**config.mk**
```make
export PLATFORM = sky130hd
export DESIGN_NAME = aer_tx_arbiter
export DESIGN_NICKNAME = d
export VERILOG_FILES = /design/src/rtl/aer_pkg.sv /design/src/rtl/aer_rr_arbiter.sv /design/src/rtl/aer_tx_arbiter.sv
export SDC_FILE = /design/constraint.sdc
export NUM_CORES = 1
export LEC_CHECK = 0
export BUFFER_PORTS_ARGS = -buffer_cell sky130_fd_sc_hd__buf_2
export CAP_MARGIN = 20
export CELL_PAD_IN_SITES_DETAIL_PLACEMENT = 0
export CELL_PAD_IN_SITES_GLOBAL_PLACEMENT = 1
export CORE_UTILIZATION = 34
export CTS_CLUSTER_SIZE = 25
export DETAILED_ROUTE_END_ITERATION = 10
export PLACE_DENSITY = 0.78
export SKIP_CTS_REPAIR_TIMING = 1
export SLEW_MARGIN = 15
export SYNTH_ARGS = -nofsm -noshare
export SYNTH_HDL_FRONTEND = slang
export SYNTH_SLANG_ARGS = --single-unit
```
**constraint.sdc**
```tcl
create_clock -name clk -period 1.9 [get_ports clk]
set_clock_uncertainty 0.1 [all_clocks]
set_input_delay 0.38 -clock clk [delete_from_list [all_inputs] [get_ports clk]]
set_output_delay 0.38 -clock clk [all_outputs]
set_load 0.005 [all_outputs]
```
**src/rtl/aer_pkg.sv**
```systemverilog
// ---------------------------------------------------------------------------
// aer_pkg
//   Definitions shared by the AER transmit arbiter and the planned
//   receive-side router.
//   - aer_state_e         : handshake controller states
//   - AER_TIMEOUT_CYC_DEF : default REQ-phase timeout in clk cycles
//   - aer_addr_w()        : address width for a given requester count
// ---------------------------------------------------------------------------
package aer_pkg;

  // Handshake controller states. The encoding is visible on the debug port,
  // so keep it stable.
  typedef enum logic [1:0] {
    IDLE  = 2'd0,
    SETUP = 2'd1,
    REQ   = 2'd2,
    REL   = 2'd3
  } aer_state_e;

  // Default number of cycles to wait in REQ for the receiver to acknowledge.
  localparam int AER_TIMEOUT_CYC_DEF = 1024;

  // Address width for n_req requesters. A single requester still gets a
  // one-bit address so port widths never collapse to zero.
  function automatic int aer_addr_w(input int n_req);
    return (n_req > 1) ? $clog2(n_req) : 1;
  endfunction

endpackage

```
**src/rtl/aer_rr_arbiter.sv**
```systemverilog
// ---------------------------------------------------------------------------
// aer_rr_arbiter
//   Combinational round-robin search. Returns the first set bit of pending,
//   starting at rr_ptr and wrapping past the top index back to 0.
//
//   Ports
//     pending     in  N_REQ   request bits
//     rr_ptr      in  ADDR_W  index that has highest priority
//     grant_valid out 1       at least one bit of pending is set
//     grant_idx   out ADDR_W  index of the winning bit (0 when none)
// ---------------------------------------------------------------------------
module aer_rr_arbiter
  import aer_pkg::*;
#(
  parameter int N_REQ  = 4,
  parameter int ADDR_W = aer_addr_w(N_REQ)
) (
  input  logic [N_REQ-1:0]  pending,
  input  logic [ADDR_W-1:0] rr_ptr,
  output logic              grant_valid,
  output logic [ADDR_W-1:0] grant_idx
);

  // Walk the offsets from farthest to nearest so the last hit written is the
  // one closest to rr_ptr. Index arithmetic wraps naturally because N_REQ is
  // a power of two and idx is exactly ADDR_W bits wide.
  always_comb begin
    logic [ADDR_W-1:0] idx;
    grant_valid = 1'b0;
    grant_idx   = '0;
    idx         = '0;
    for (int i = N_REQ - 1; i >= 0; i--) begin
      idx = rr_ptr + ADDR_W'(i);
      if (pending[idx]) begin
        grant_valid = 1'b1;
        grant_idx   = idx;
      end
    end
  end

endmodule

```
**src/rtl/aer_tx_arbiter.sv**
```systemverilog
// ---------------------------------------------------------------------------
// aer_tx_arbiter
//   Transmit-side controller for the AER event bus. Spike pulses from N_REQ
//   neurons are captured into sticky pending bits; a round-robin arbiter
//   picks one, its address is driven on aer_addr and a 4-phase req/ack
//   handshake is run with the receiver. On completion the originating neuron
//   gets a one-cycle fs_ack.
//
//   Handshake: aer_req rises one cycle after aer_addr is loaded and stays
//   high until the synchronised acknowledge (ack_s) is seen high; aer_req
//   then falls and the controller waits for ack_s low before the event is
//   retired. aer_addr is held from grant until the controller is back in
//   IDLE. A REQ phase that reaches TIMEOUT_CYC cycles without an ack is
//   abandoned (timeout pulse) and the event stays pending for a retry.
//
//   Ports
//     clk         in  1       system clock
//     reset       in  1       synchronous, active-high reset
//     fs          in  N_REQ   spike fire pulses, one per neuron
//     fs_ack      out N_REQ   one-cycle pulse when a neuron's event completed
//     aer_addr    out ADDR_W  registered event address
//     aer_req     out 1       registered bus request
//     aer_ack     in  1       receiver acknowledge (asynchronous to clk)
//     busy        out 1       controller is not in IDLE
//     timeout     out 1       one-cycle pulse when a REQ phase times out
//     drop_cnt    out CNT_W   saturating count of spikes lost to a set bit
//     dbg_state   out 2       current controller state
//     dbg_pending out N_REQ   current pending bits
// ---------------------------------------------------------------------------
module aer_tx_arbiter
  import aer_pkg::*;
#(
  parameter int N_REQ       = 4,
  parameter int ADDR_W      = aer_addr_w(N_REQ),
  parameter int TIMEOUT_CYC = AER_TIMEOUT_CYC_DEF,
  parameter int CNT_W       = 8
) (
  input  logic              clk,
  input  logic              reset,
  input  logic [N_REQ-1:0]  fs,
  output logic [N_REQ-1:0]  fs_ack,
  output logic [ADDR_W-1:0] aer_addr,
  output logic              aer_req,
  input  logic              aer_ack,
  output logic              busy,
  output logic              timeout,
  output logic [CNT_W-1:0]  drop_cnt,
  output aer_state_e        dbg_state,
  output logic [N_REQ-1:0]  dbg_pending
);

  // The REQ counter only has to reach TIMEOUT_CYC-1.
  localparam int TO_W = (TIMEOUT_CYC > 2) ? $clog2(TIMEOUT_CYC) : 1;

  aer_state_e        state;
  logic [N_REQ-1:0]  pending;
  logic [ADDR_W-1:0] rr_ptr;
  logic              ack_s1;
  logic              ack_s;
  logic              done_ok;   // REL entered through an ack, not a timeout
  logic [TO_W-1:0]   to_cnt;

  logic              grant_valid;
  logic [ADDR_W-1:0] grant_idx;
  logic [N_REQ-1:0]  addr_onehot;
  logic              complete;
  logic [N_REQ-1:0]  clr_mask;
  logic              drop_any;
  logic              to_expire;

  // ------------------------------------------------------------------------
  // Acknowledge synchroniser: the only place raw aer_ack is sampled.
  // ------------------------------------------------------------------------
  always_ff @(posedge clk) begin
    if (reset) begin
      ack_s1 <= 1'b0;
      ack_s  <= 1'b0;
    end else begin
      ack_s1 <= aer_ack;
      ack_s  <= ack_s1;
    end
  end

  // ------------------------------------------------------------------------
  // Arbitration
  // ------------------------------------------------------------------------
  aer_rr_arbiter #(
    .N_REQ  (N_REQ),
    .ADDR_W (ADDR_W)
  ) u_rr (
    .pending     (pending),
    .rr_ptr      (rr_ptr),
    .grant_valid (grant_valid),
    .grant_idx   (grant_idx)
  );

  // aer_addr doubles as the grant register: it is loaded on grant and not
  // touched again until the controller is back in IDLE.
  assign addr_onehot = N_REQ'(1) << aer_addr;

  // Retirement edge of a successfully acknowledged event.
  assign complete = (state == REL) && !ack_s && done_ok;
  assign clr_mask = complete ? addr_onehot : '0;

  // A spike on a bit that is already pending and not being retired this
  // edge is lost. Several simultaneous losses count once.
  assign drop_any = |(fs & pending & ~clr_mask);

  assign to_expire = (TIMEOUT_CYC > 0) && (to_cnt == TO_W'(TIMEOUT_CYC - 1));

  // ------------------------------------------------------------------------
  // Pending bits and drop counter. Set has priority over clear, so a spike
  // arriving on the retirement edge starts a fresh event.
  // ------------------------------------------------------------------------
  always_ff @(posedge clk) begin
    if (reset) begin
      pending  <= '0;
      drop_cnt <= '0;
    end else begin
      pending <= (pending & ~clr_mask) | fs;
      if (drop_any && (drop_cnt != {CNT_W{1'b1}})) begin
        drop_cnt <= drop_cnt + CNT_W'(1);
      end
    end
  end

  // ------------------------------------------------------------------------
  // Handshake controller
  // ------------------------------------------------------------------------
  always_ff @(posedge clk) begin
    if (reset) begin
      state    <= IDLE;
      aer_req  <= 1'b0;
      aer_addr <= '0;
      rr_ptr   <= '0;
      fs_ack   <= '0;
      timeout  <= 1'b0;
      done_ok  <= 1'b0;
      to_cnt   <= '0;
    end else begin
      fs_ack  <= '0;
      timeout <= 1'b0;
      case (state)
        IDLE: begin
          if (grant_valid) begin
            aer_addr <= grant_idx;
            state    <= SETUP;
          end
        end

        // One cycle of address setup before the request is raised.
        SETUP: begin
          aer_req <= 1'b1;
          to_cnt  <= '0;
          state   <= REQ;
        end

        // Level-sensitive: an ack that is already high counts immediately.
        // An ack on the same edge as the timeout wins.
        REQ: begin
          if (ack_s) begin
            aer_req <= 1'b0;
            done_ok <= 1'b1;
            state   <= REL;
          end else if (to_expire) begin
            aer_req <= 1'b0;
            done_ok <= 1'b0;
            timeout <= 1'b1;
            state   <= REL;
          end else begin
            to_cnt <= to_cnt + TO_W'(1);
          end
        end

        // Wait for the receiver to drop ack. Either way the granted index
        // drops to lowest priority; only a completed event is acknowledged.
        REL: begin
          if (!ack_s) begin
            fs_ack <= clr_mask;
            rr_ptr <= aer_addr + ADDR_W'(1);
            state  <= IDLE;
          end
        end

        default: state <= IDLE;
      endcase
    end
  end

  assign busy        = (state != IDLE);
  assign dbg_state   = state;
  assign dbg_pending = pending;

endmodule

```
Word level (Yosys, flattened, before mapping)
Cells that the tools add are included.
{"block": "word_totals", "input_bits": 7, "word_cells": 88, "output_inout_bits": 23, "register_bits": 37}
{"block": "op_classes", "shifts": 1, "n_bitwise": 8, "n_reduce_logical": 17, "magnitude_cmp": 4, "addsub": 6, "eq_ne": 10, "mux": 30}
{"operator": "2-to-1 mux 10 bit", "count": 2}
{"operator": "one-hot mux 10 bit (2 select lines)", "count": 1}
{"operator": "2-to-1 mux 2 bit", "count": 8}
{"operator": "bitwise AND 4 bit", "count": 3}
{"operator": "< comparator 2 x 3 -> 1 bit, second input constant", "count": 4}
{"operator": "2-to-1 mux 1 bit", "count": 12}
{"operator": "adder 10 x 1 -> 10 bit, second input constant", "count": 1}
{"operator": "== test 10 bit, second input constant", "count": 1}
{"operator": "adder 8 x 1 -> 8 bit, second input constant", "count": 1}
{"operator": "binary-select mux 1 bit (select 2 bit)", "count": 4}
{"operator": "inequality test 2 bit, second input constant", "count": 4}
{"operator": "inequality test 8 bit, second input constant", "count": 1}
{"operator": "one-hot mux 2 bit (4 select lines)", "count": 1}
{"operator": "AND reduction 2 bit", "count": 4}
{"operator": "AND reduction 3 bit", "count": 2}
{"operator": "nonzero test 2 bit", "count": 3}
{"operator": "OR reduction 3 bit", "count": 2}
{"operator": "adder 2 x 1 -> 2 bit, second input constant", "count": 2}
{"operator": "adder 2 bit, second input constant", "count": 2}
{"operator": "== test 2 bit, second input constant", "count": 2}
{"operator": "2-to-1 mux 4 bit", "count": 1}
{"operator": "inverter 4 bit", "count": 1}
{"operator": "OR 4 bit", "count": 1}
{"operator": "OR reduction 4 bit", "count": 1}
{"operator": "other kinds (8)", "count": 12}

Logic depth before layout (Yosys ltp)
Gate-level depths: netlist of run 1.
{"block": "logic_depth", "word_depth": 9, "ltp_mapped": 8, "mapped_depth_nobuf": 7}

Modules after synthesis
A second synthesis of run 1 with hierarchy kept.
{"block": "unflattened", "hier_cells": 214, "hier_area_um2": 1880.6}
{"mod": "aer_tx_arbiter", "n_inst": 1, "area_per_inst_um2": 1803.0, "seq_area_each_um2": 740.7, "cells_per_inst": 201}
{"mod": "aer_rr_arbiter", "n_inst": 1, "area_per_inst_um2": 77.6, "seq_area_each_um2": 0.0, "cells_per_inst": 13}

Worst setup path after synthesis of run 1
Ideal clock, no wire load.
{"block": "synth_path", "path_kind": "register to register", "startpoint": "register state[0] (netlist: dbg_state[0])", "endpoint": "register to_cnt[9]", "path_slack_ns": -0.050, "stages_incl_launch_ff": 9, "required_ns": 1.680, "setup_time_ns": 0.120, "path_buffers": 1, "period_less_slack_ns": 1.950, "arrival_ns": 1.730, "path_cell_list": "dfxtp_1 -> inv_1 -> ha_1 -> a21bo_1 -> a41o_1 -> buf_6 -> nor4_1 -> xnor2_1 -> nor2_1"}
{"block": "synth_via", "elab_chain_cells": 3, "word_cells_on_any_way": 7, "classes_between": "eq/ne (4); mux (1); reduce/logical (2)"}
{"item": "start: declaration", "line_no": "aer_tx_arbiter.sv:55", "rtl": "aer_state_e state;"}
{"item": "start signal: assignment", "line_no": "aer_tx_arbiter.sv:132", "rtl": "state <= IDLE;"}
{"item": "start signal: assignment", "line_no": "aer_tx_arbiter.sv:147", "rtl": "state <= SETUP;"}
{"item": "start signal: assignment", "line_no": "aer_tx_arbiter.sv:155", "rtl": "state <= REQ;"}
{"item": "== test 2 bit or == test 2 x 1 -> 1 bit (tied branches)", "line_no": "aer_tx_arbiter.sv:143", "rtl": "case (state)"}
{"item": "inequality test 2 bit (no source line) or nonzero test 2 bit (tied branches)"}
{"item": "AND reduction 3 bit (no source line)"}
{"item": "end signal: assignment", "line_no": "aer_tx_arbiter.sv:171", "rtl": "to_cnt <= to_cnt + TO_W'(1);"}
{"item": "end: declaration", "line_no": "aer_tx_arbiter.sv:61", "rtl": "logic [TO_W-1:0] to_cnt;"}
Several ways; a longest one is shown, not always the timed one.
A chain may end at the register's enable or synchronous reset.

Worst setup path after layout of run 1
{"block": "layout_path", "startpoint": "register aer_addr[0]", "endpoint": "register drop_cnt[5]"}
{"block": "layout_via", "elab_chain_cells": 6}
{"item": "start: declaration", "line_no": "aer_tx_arbiter.sv:42", "rtl": "output logic [ADDR_W-1:0] aer_addr,"}
{"item": "start signal: assignment", "line_no": "aer_tx_arbiter.sv:146", "rtl": "aer_addr <= grant_idx;"}
{"item": "<< shifter 1 x 2 -> 4 bit", "line_no": "aer_tx_arbiter.sv:99", "rtl": "assign addr_onehot = N_REQ'(1) << aer_addr;"}
{"item": "2-to-1 mux 4 bit", "line_no": "aer_tx_arbiter.sv:103", "rtl": "assign clr_mask = complete ? addr_onehot : '0;"}
{"item": "inverter 4 bit", "line_no": "aer_tx_arbiter.sv:107", "rtl": "assign drop_any = |(fs & pending & ~clr_mask);"}
{"item": "bitwise AND 4 bit", "line_no": "aer_tx_arbiter.sv:107"}
{"item": "OR reduction 4 bit", "line_no": "aer_tx_arbiter.sv:107"}
{"item": "logical AND 1 bit", "line_no": "aer_tx_arbiter.sv:121", "rtl": "if (drop_any && (drop_cnt != {CNT_W{1'b1}})) begin"}
{"item": "end signal: assignment", "line_no": "aer_tx_arbiter.sv:122", "rtl": "drop_cnt <= drop_cnt + CNT_W'(1);"}
{"item": "end: declaration", "line_no": "aer_tx_arbiter.sv:47", "rtl": "output logic [CNT_W-1:0] drop_cnt,"}
Every way passes these cells.

==> results of run 1 <==
## synth_stat cells, types with 3 or more instances
master	number
nor2b_1	4
dfxtp_1	37
clkbuf_1	3
nand2_1	14
and2_1	7
mux2i_1	3
xnor2_1	5
a21oi_1	17
o21ai_0	11
nor4_1	3
ha_1	10
nor2_1	22
nand3_1	6
a31oi_1	4
inv_1	12
or3_1	5
## per-stage QoR
stage	setup WS, ns	total power (W)	cells	area (sq um)	TNS (ns)
after floorplan	-0.00235	0.00146	205	1820	-0.00469
after global placement	0.0278	0.00178	314	2130	0
after detailed placement	-0.0181	0.00179	314	2130	-0.0196
after CTS	-0.0353	0.00233	322	2210	-0.0681
after global routing	-0.0793	0.00258	324	2290	-0.117
final	-0.000557	0.00239	324	2290	-0.000557
## path summary, 6_finish.rpt
check	start	to	slack (ns)	depth (start not counted)
setup / recovery	aer_addr[0]	drop_cnt[5]	-0.0006	7
hold / removal	fs[0]	dbg_pending[0]	0.21	3
setup reg to reg	aer_addr[0]	drop_cnt[5]	-0.0006	7
hold reg to reg	ack_s1	ack_s	0.35	1
## flip-flops by register name, summed over array words and instances (netlist names)
name and count:
timeout 1, ack_s 1, drop_cnt 8, aer_addr 2
ack_s1 1, rr_ptr 2, aer_req 1, to_cnt 10
dbg_pending 4, done_ok 1, fs_ack 4, dbg_state 2
## report_power, final
group,switching [W],internal [W],leakage [nW]
clock network,0.000262,0.000261,0.0395
logic,0.000481,0.000473,0.589
registers,0.0000608,0.000849,0.303
## metal layers
metal / share of wire / GRT usage
met5: 0 / 0
met1: 0.45 / 0.191
met2: 0.49 / 0.261
met4: 0.018 / 0.0629
met3: 0.038 / 0.0469
## worst max-delay path, stage by stage, from the launching register on
cell     delay (ns)
dfxtp_4        0.38
inv_2          0.04
ha_2           0.18
and4b_2        0.24
o22ai_4        0.15
o21ai_4        0.11
or4_1          0.51
a21oi_1        0.12
## layout make-up
| cell class | count | area, sq um | area share |
|---|---|---|---|
| multi-input cells | 150 | 1050 | 0.457 |
| inverters | 12 | 45.0 | 0.0196 |
| well taps | 70 | 87.6 | 0.0382 |
| flip-flops and latches | 37 | 748 | 0.326 |
| clock buffers | 8 | 80.1 | 0.0349 |
| repair buffers | 47 | 284 | 0.124 |
## cell families after synthesis
kind of cell	synth area share
and+or+nand+nor	0.237
xor gates and xnor gates	0.0341
buffers and inverters	0.0445
AOI/OAI and AO/OA	0.187
muxes	0.0167
adders and majority gates	0.0695
DFF	0.411
==> run_results.csv, run 1 <==
group,metric,value,unit
cells_and_area,fin_util,0.449,
sta,final.min_clock_period,1.90,ns
grt,grt_pass1_wl,6660,um
placement,dp_hpwl,2880,um
sta,hold_viol_final,0,
die,fp.dieW,74.8,um
cts,cts-root-buf,"clkbuf_8",
worst_setup_path,cp.required,2.02,ns
power_and_ir_drop,leakagePower,0.931,nW
synthesis,yosysTopAreaCell,"dfxtp_1",
grt,antenna_found_initial,0,
die,core-area,5110,sq um
sta,holdWs,0.210,ns
run_status,violations,"negative setup slack",
route,drtAntennaViolNets,0,
sta,rsz0062_at_grt,"yes",
synthesis,syn_area_per_cell,8.78,sq um
die,start_util,0.353,
cts,cts.clk_slew.worst_paths,0.07,ns
synthesis,async_flop_share,0,
synthesis,syn-instance-count,205,
power_and_ir_drop,power.density,1040,nW/um^2
cells_and_area,drive_gt1_frac,0.291,
route,drt-total-wl,3970,um
worst_setup_path,critPathCaptureType,"register",
grt,grt_pass1_vias,1492,
cells_and_area,most-common-layout-cells,"dfxtp_1, buf_2, nor2_1, a21oi_1, buf_4",
synthesis,synth_edf_count,0,
cts,clock_latency,0.28,ns
worst_setup_path,worstSetupPathType,"reg -> reg",
min_path,min_path_type,"in -> reg",
cts,cts_buffers,5,
route,dr.pass1.iters,4,
die,floorplan.rows,26,
synthesis,synth-main-ff-cell,"dfxtp_1",
run_status,run_status,"finished, violations left",
cells_and_area,layout_commonest_cell,"dfxtp_1",
synthesis,seq_area_frac_synth,0.411,
synthesis,ys_seq_elements,37,
cells_and_area,syn_to_final_growth,27.4,%
grt,grt_max_degree,16,
synthesis,synthesis.area,1800,sq um
grt,grt-ovfl-total,0,
sta,fmax,526,MHz
sta,setup_ws,-0.000557,ns
placement,routabilityCongestion,0.774,
route,viasPerCell,4.86,
sta,worst_pin_slew,0.486,ns
synthesis,ys_warn_count,0,
synthesis,synth_top_area_share,0.411,
route,avgRoutedWirePerCell,12.3,um
sta,maxSlewHeadroom,0.673,
placement,port-buffer-count,29,
sta,drv_slew,0,
sta,setup_viol_count_final,1,
sta,min_period_over_period,1.00,
worst_setup_path,startpoint_type,"register",
grt,track_usage,0.157,
job,cap_violations,0,
cells_and_area,fillers,526,
route,via_count,1574,
die,io_pins,30,
synthesis,yosysUniqueCellTypes,48,
power_and_ir_drop,worst_ir_drop_vdd,0.371,mV
cts,clock-sinks,37,
cts,cts_tree,"built",
cells_and_area,layout.nets,270,
cells_and_area,n_antenna_cell,0,
die,die_h,74.8,um
route,drtIter0Drc,62,
worst_setup_path,crit_arrival,2.02,ns
cts,h-tree-depth,2,
synthesis,ys_top_cells_by_area,"dfxtp_1, ha_1, a21oi_1",
worst_setup_path,crit_fanout,8,
synthesis,syn_nets,222,
die,die-area,5590,sq um
cts,clockBufferDepth,2,
route,drc,0,
Note: power is estimated with default switching activity, not from simulation.
==> run 2, diff against run 1 <==
--- a/config.mk
+++ b/config.mk
@@ -9,10 +9,11 @@
 export CAP_MARGIN = 20
 export CELL_PAD_IN_SITES_DETAIL_PLACEMENT = 0
 export CELL_PAD_IN_SITES_GLOBAL_PLACEMENT = 1
-export CORE_UTILIZATION = 34
+export CORE_UTILIZATION = 47
+export CTS_BUF_LIST = sky130_fd_sc_hd__clkbuf_8
 export CTS_CLUSTER_SIZE = 25
 export DETAILED_ROUTE_END_ITERATION = 10
-export PLACE_DENSITY = 0.78
+export PLACE_DENSITY = 0.95
 export SKIP_CTS_REPAIR_TIMING = 1
 export SLEW_MARGIN = 15
 export SYNTH_ARGS = -nofsm -noshare
==> constraint.sdc (replaced) <==
create_clock -name clk -period 2.2 [get_ports clk]
set_clock_uncertainty 0.1 [all_clocks]
set_input_delay 0.44 -clock clk [delete_from_list [all_inputs] [get_ports clk]]
set_output_delay 0.44 -clock clk [all_outputs]
set_load 0.005 [all_outputs]
==> run 2 against run 1 <==
  * The run now ends clean
  * Utilization rose by 12 points
  * Final area fell by 8.7%
  * Global-route usage rose by 3.4 points
  * Critical path depth did not move
  * Clock power fell by 11%
  * Fmax fell by 5.4%
  * Final cell count fell by 11%
  * Non-clock buffer count fell by 13
  * Power fell by 23%
  * Die area fell by 27%
  * Setup slack improved by 0.19 ns
  * Worst hold slack improved by 0.065 ns
  * Critical path type unchanged
==> run_results.csv, run 2 (synthesized netlist as in run 1, its figures left out) <==
group,metric,value,unit
worst_setup_path,crit_fanout,8,
power_and_ir_drop,internal-power,0.00123,W
worst_setup_path,r2r-end,"drop_cnt[5]",
cells_and_area,syn_to_final_growth,16.3,%
sta,fmax,498,MHz
cells_and_area,multi_input_area,980,sq um
cts,cts_buffers,5,
cells_and_area,n_antenna_cell,0,
sta,tns,0,ns
grt,grt_pass1_wl,5980,um
cts,cts_tree,"built",
sta,setup_viol_count_final,0,
power_and_ir_drop,switching_share,0.335,
cells_and_area,reg_top3,"to_cnt x10, drop_cnt x8",
route,dr.pass1.iters,4,
route,avgRoutedWirePerCell,12.2,um
sta,drv_slew,0,
grt,antenna_found_initial,0,
route,drtIter0Drc,128,
placement,routabilityCongestion,0.936,
min_path,whs_endpoint,"ack_s1",
route,drc,0,
min_path,min_path_type,"in -> reg",
cells_and_area,most-common-layout-cells,"dfxtp_1, buf_2, nor2_1, a21oi_1, nand2_1",
die,die_h,63.9,um
sta,hold_viol_final,0,
die,floorplan.rows,22,
worst_setup_path,cp.required,2.32,ns
power_and_ir_drop,power.density,881,nW/um^2
route,via_count,1550,
cts,cts.clk_slew.worst_paths,0.07,ns
placement,post-place-ws,0.189,ns
sta,rsz0062_at_grt,"no",
grt,track_usage,0.192,
run_status,run_status,"completed",
grt,grt_pass1_vias,1401,
cts,clockBufferDepth,2,
sta,maxSlewHeadroom,0.682,
cts,cts-root-buf,"clkbuf_8",
cts,clock-sinks,37,
sta,setup_ws,0.190,ns
job,cap_violations,0,
worst_setup_path,critPathCaptureType,"register",
power_and_ir_drop,power.switching,0.000618,W
worst_setup_path,worstSetupPathType,"reg -> reg",
power_and_ir_drop,clkPwrFrac,0.252,
sta,min_period_over_period,0.914,
die,fp.dieW,63.9,um
min_path,whs_path_depth,2,
cells_and_area,fillers,354,
cells_and_area,regMostFlops,"to_cnt",
route,drtAntennaViolNets,0,
die,die-area,4080,sq um
power_and_ir_drop,leakagePower,0.877,nW
worst_setup_path,crit_arrival,2.13,ns
placement,port-buffer-count,29,
worst_setup_path,r2r_cells,7,
power_and_ir_drop,p_seq_frac,0.425,
cells_and_area,ff_latch_area,741,sq um
route,drt-total-wl,3520,um
worst_setup_path,startpoint_type,"register",
grt,grt_max_degree,21,
cells_and_area,drive_gt1_frac,0.183,
cells_and_area,layout.nets,257,
cells_and_area,layout_commonest_cell,"dfxtp_1",
worst_setup_path,reg2reg_slack,0.19,ns
die,core-area,3660,sq um
grt,grt-ovfl-total,0,
sta,holdWs,0.275,ns
die,io_pins,30,
die,start_util,0.492,
power_and_ir_drop,combPwrFrac,0.323,
cts,h-tree-depth,2,
placement,dp_hpwl,2590,um
sta,worst_pin_slew,0.473,ns
worst_setup_path,r2r_start,"aer_addr[0]",
power_and_ir_drop,worst_ir_drop_vdd,0.598,mV
sta,final.min_clock_period,2.01,ns
cts,clock_latency,0.29,ns
route,viasPerCell,5.38,
min_path,hp-start,"aer_ack",
cells_and_area,largest_register_ffs,10,
## run 2: cell count changes in the layout (fill, tap and decap cells not counted), sizes merged
cell and delta:
inv +1, clkbuf -2, buf -13
## run 2: worst max path at each step
stage / from / end / slack [ns] / depth (start not counted)
2_1_floorplan: dbg_state[0] / to_cnt[9] / 0.25 / 8
3_3_place_gp: aer_addr[0] / drop_cnt[5] / 0.24 / 7
3_5_place_dp: aer_addr[0] / drop_cnt[5] / 0.19 / 7
4_1_cts: aer_addr[0] / drop_cnt[5] / 0.18 / 7
5_1_grt: aer_addr[0] / drop_cnt[5] / 0.04 / 7
6_report: aer_addr[0] / drop_cnt[5] / 0.19 / 7
## run 2: final cells by class
| cell class | instances | area share |
|---|---|---|
| clock inverter | 1 | 0.00179 |
| timing repair buffer | 34 | 0.0872 |
| inverter | 12 | 0.0215 |
| clock buffer | 6 | 0.0394 |
| sequential | 37 | 0.354 |
| tap | 48 | 0.0287 |
| multi-input combinational | 150 | 0.468 |
## run 2: critical path, stage by stage (launching register included)
cell and delay, ns:
dfxtp_1 0.41, inv_1 0.09, ha_1 0.21, and4b_1 0.22, o22ai_4 0.18, o21ai_4 0.12, or4_1 0.47, a21oi_1 0.14
## run 2: power by group through the flow
| stage | sequential, W | clock [W] | combinational, W |
|---|---|---|---|
| finish | 0.000784 | 0.000465 | 0.000595 |
| global route | 0.000796 | 0.000517 | 0.000665 |
| CTS | 0.000784 | 0.000483 | 0.000599 |
| detailed placement | 0.000800 | 0 | 0.000591 |
| global placement | 0.000796 | 0 | 0.000588 |
| floorplan | 0.000797 | 0 | 0.000427 |
## run 2: per-layer routing
metal | up-vias | wire length (um) | GRT usage
met2 | 29 | 1620 | 0.306
met5 | - | 0 | 0
met1 | 722 | 1680 | 0.227
met3 | 4 | 180 | 0.0750
li1 | 795 | - | -
met4 | 0 | 49 | 0.0795
## run 2: per-stage QoR
| stage | area, sq um | instances | power (W) | utilization |
|---|---|---|---|---|
| 2_1_floorplan | 1800 | 205 | 0.00122 | - |
| 3_3_place_gp | 2010 | 281 | 0.00138 | 0.549 |
| 3_5_place_dp | 2010 | 281 | 0.00139 | 0.549 |
| 4_1_cts | 2090 | 288 | 0.00187 | 0.572 |
| 5_1_grt | 2090 | 288 | 0.00198 | 0.572 |
| 6_report | 2090 | 288 | 0.00184 | 0.572 |
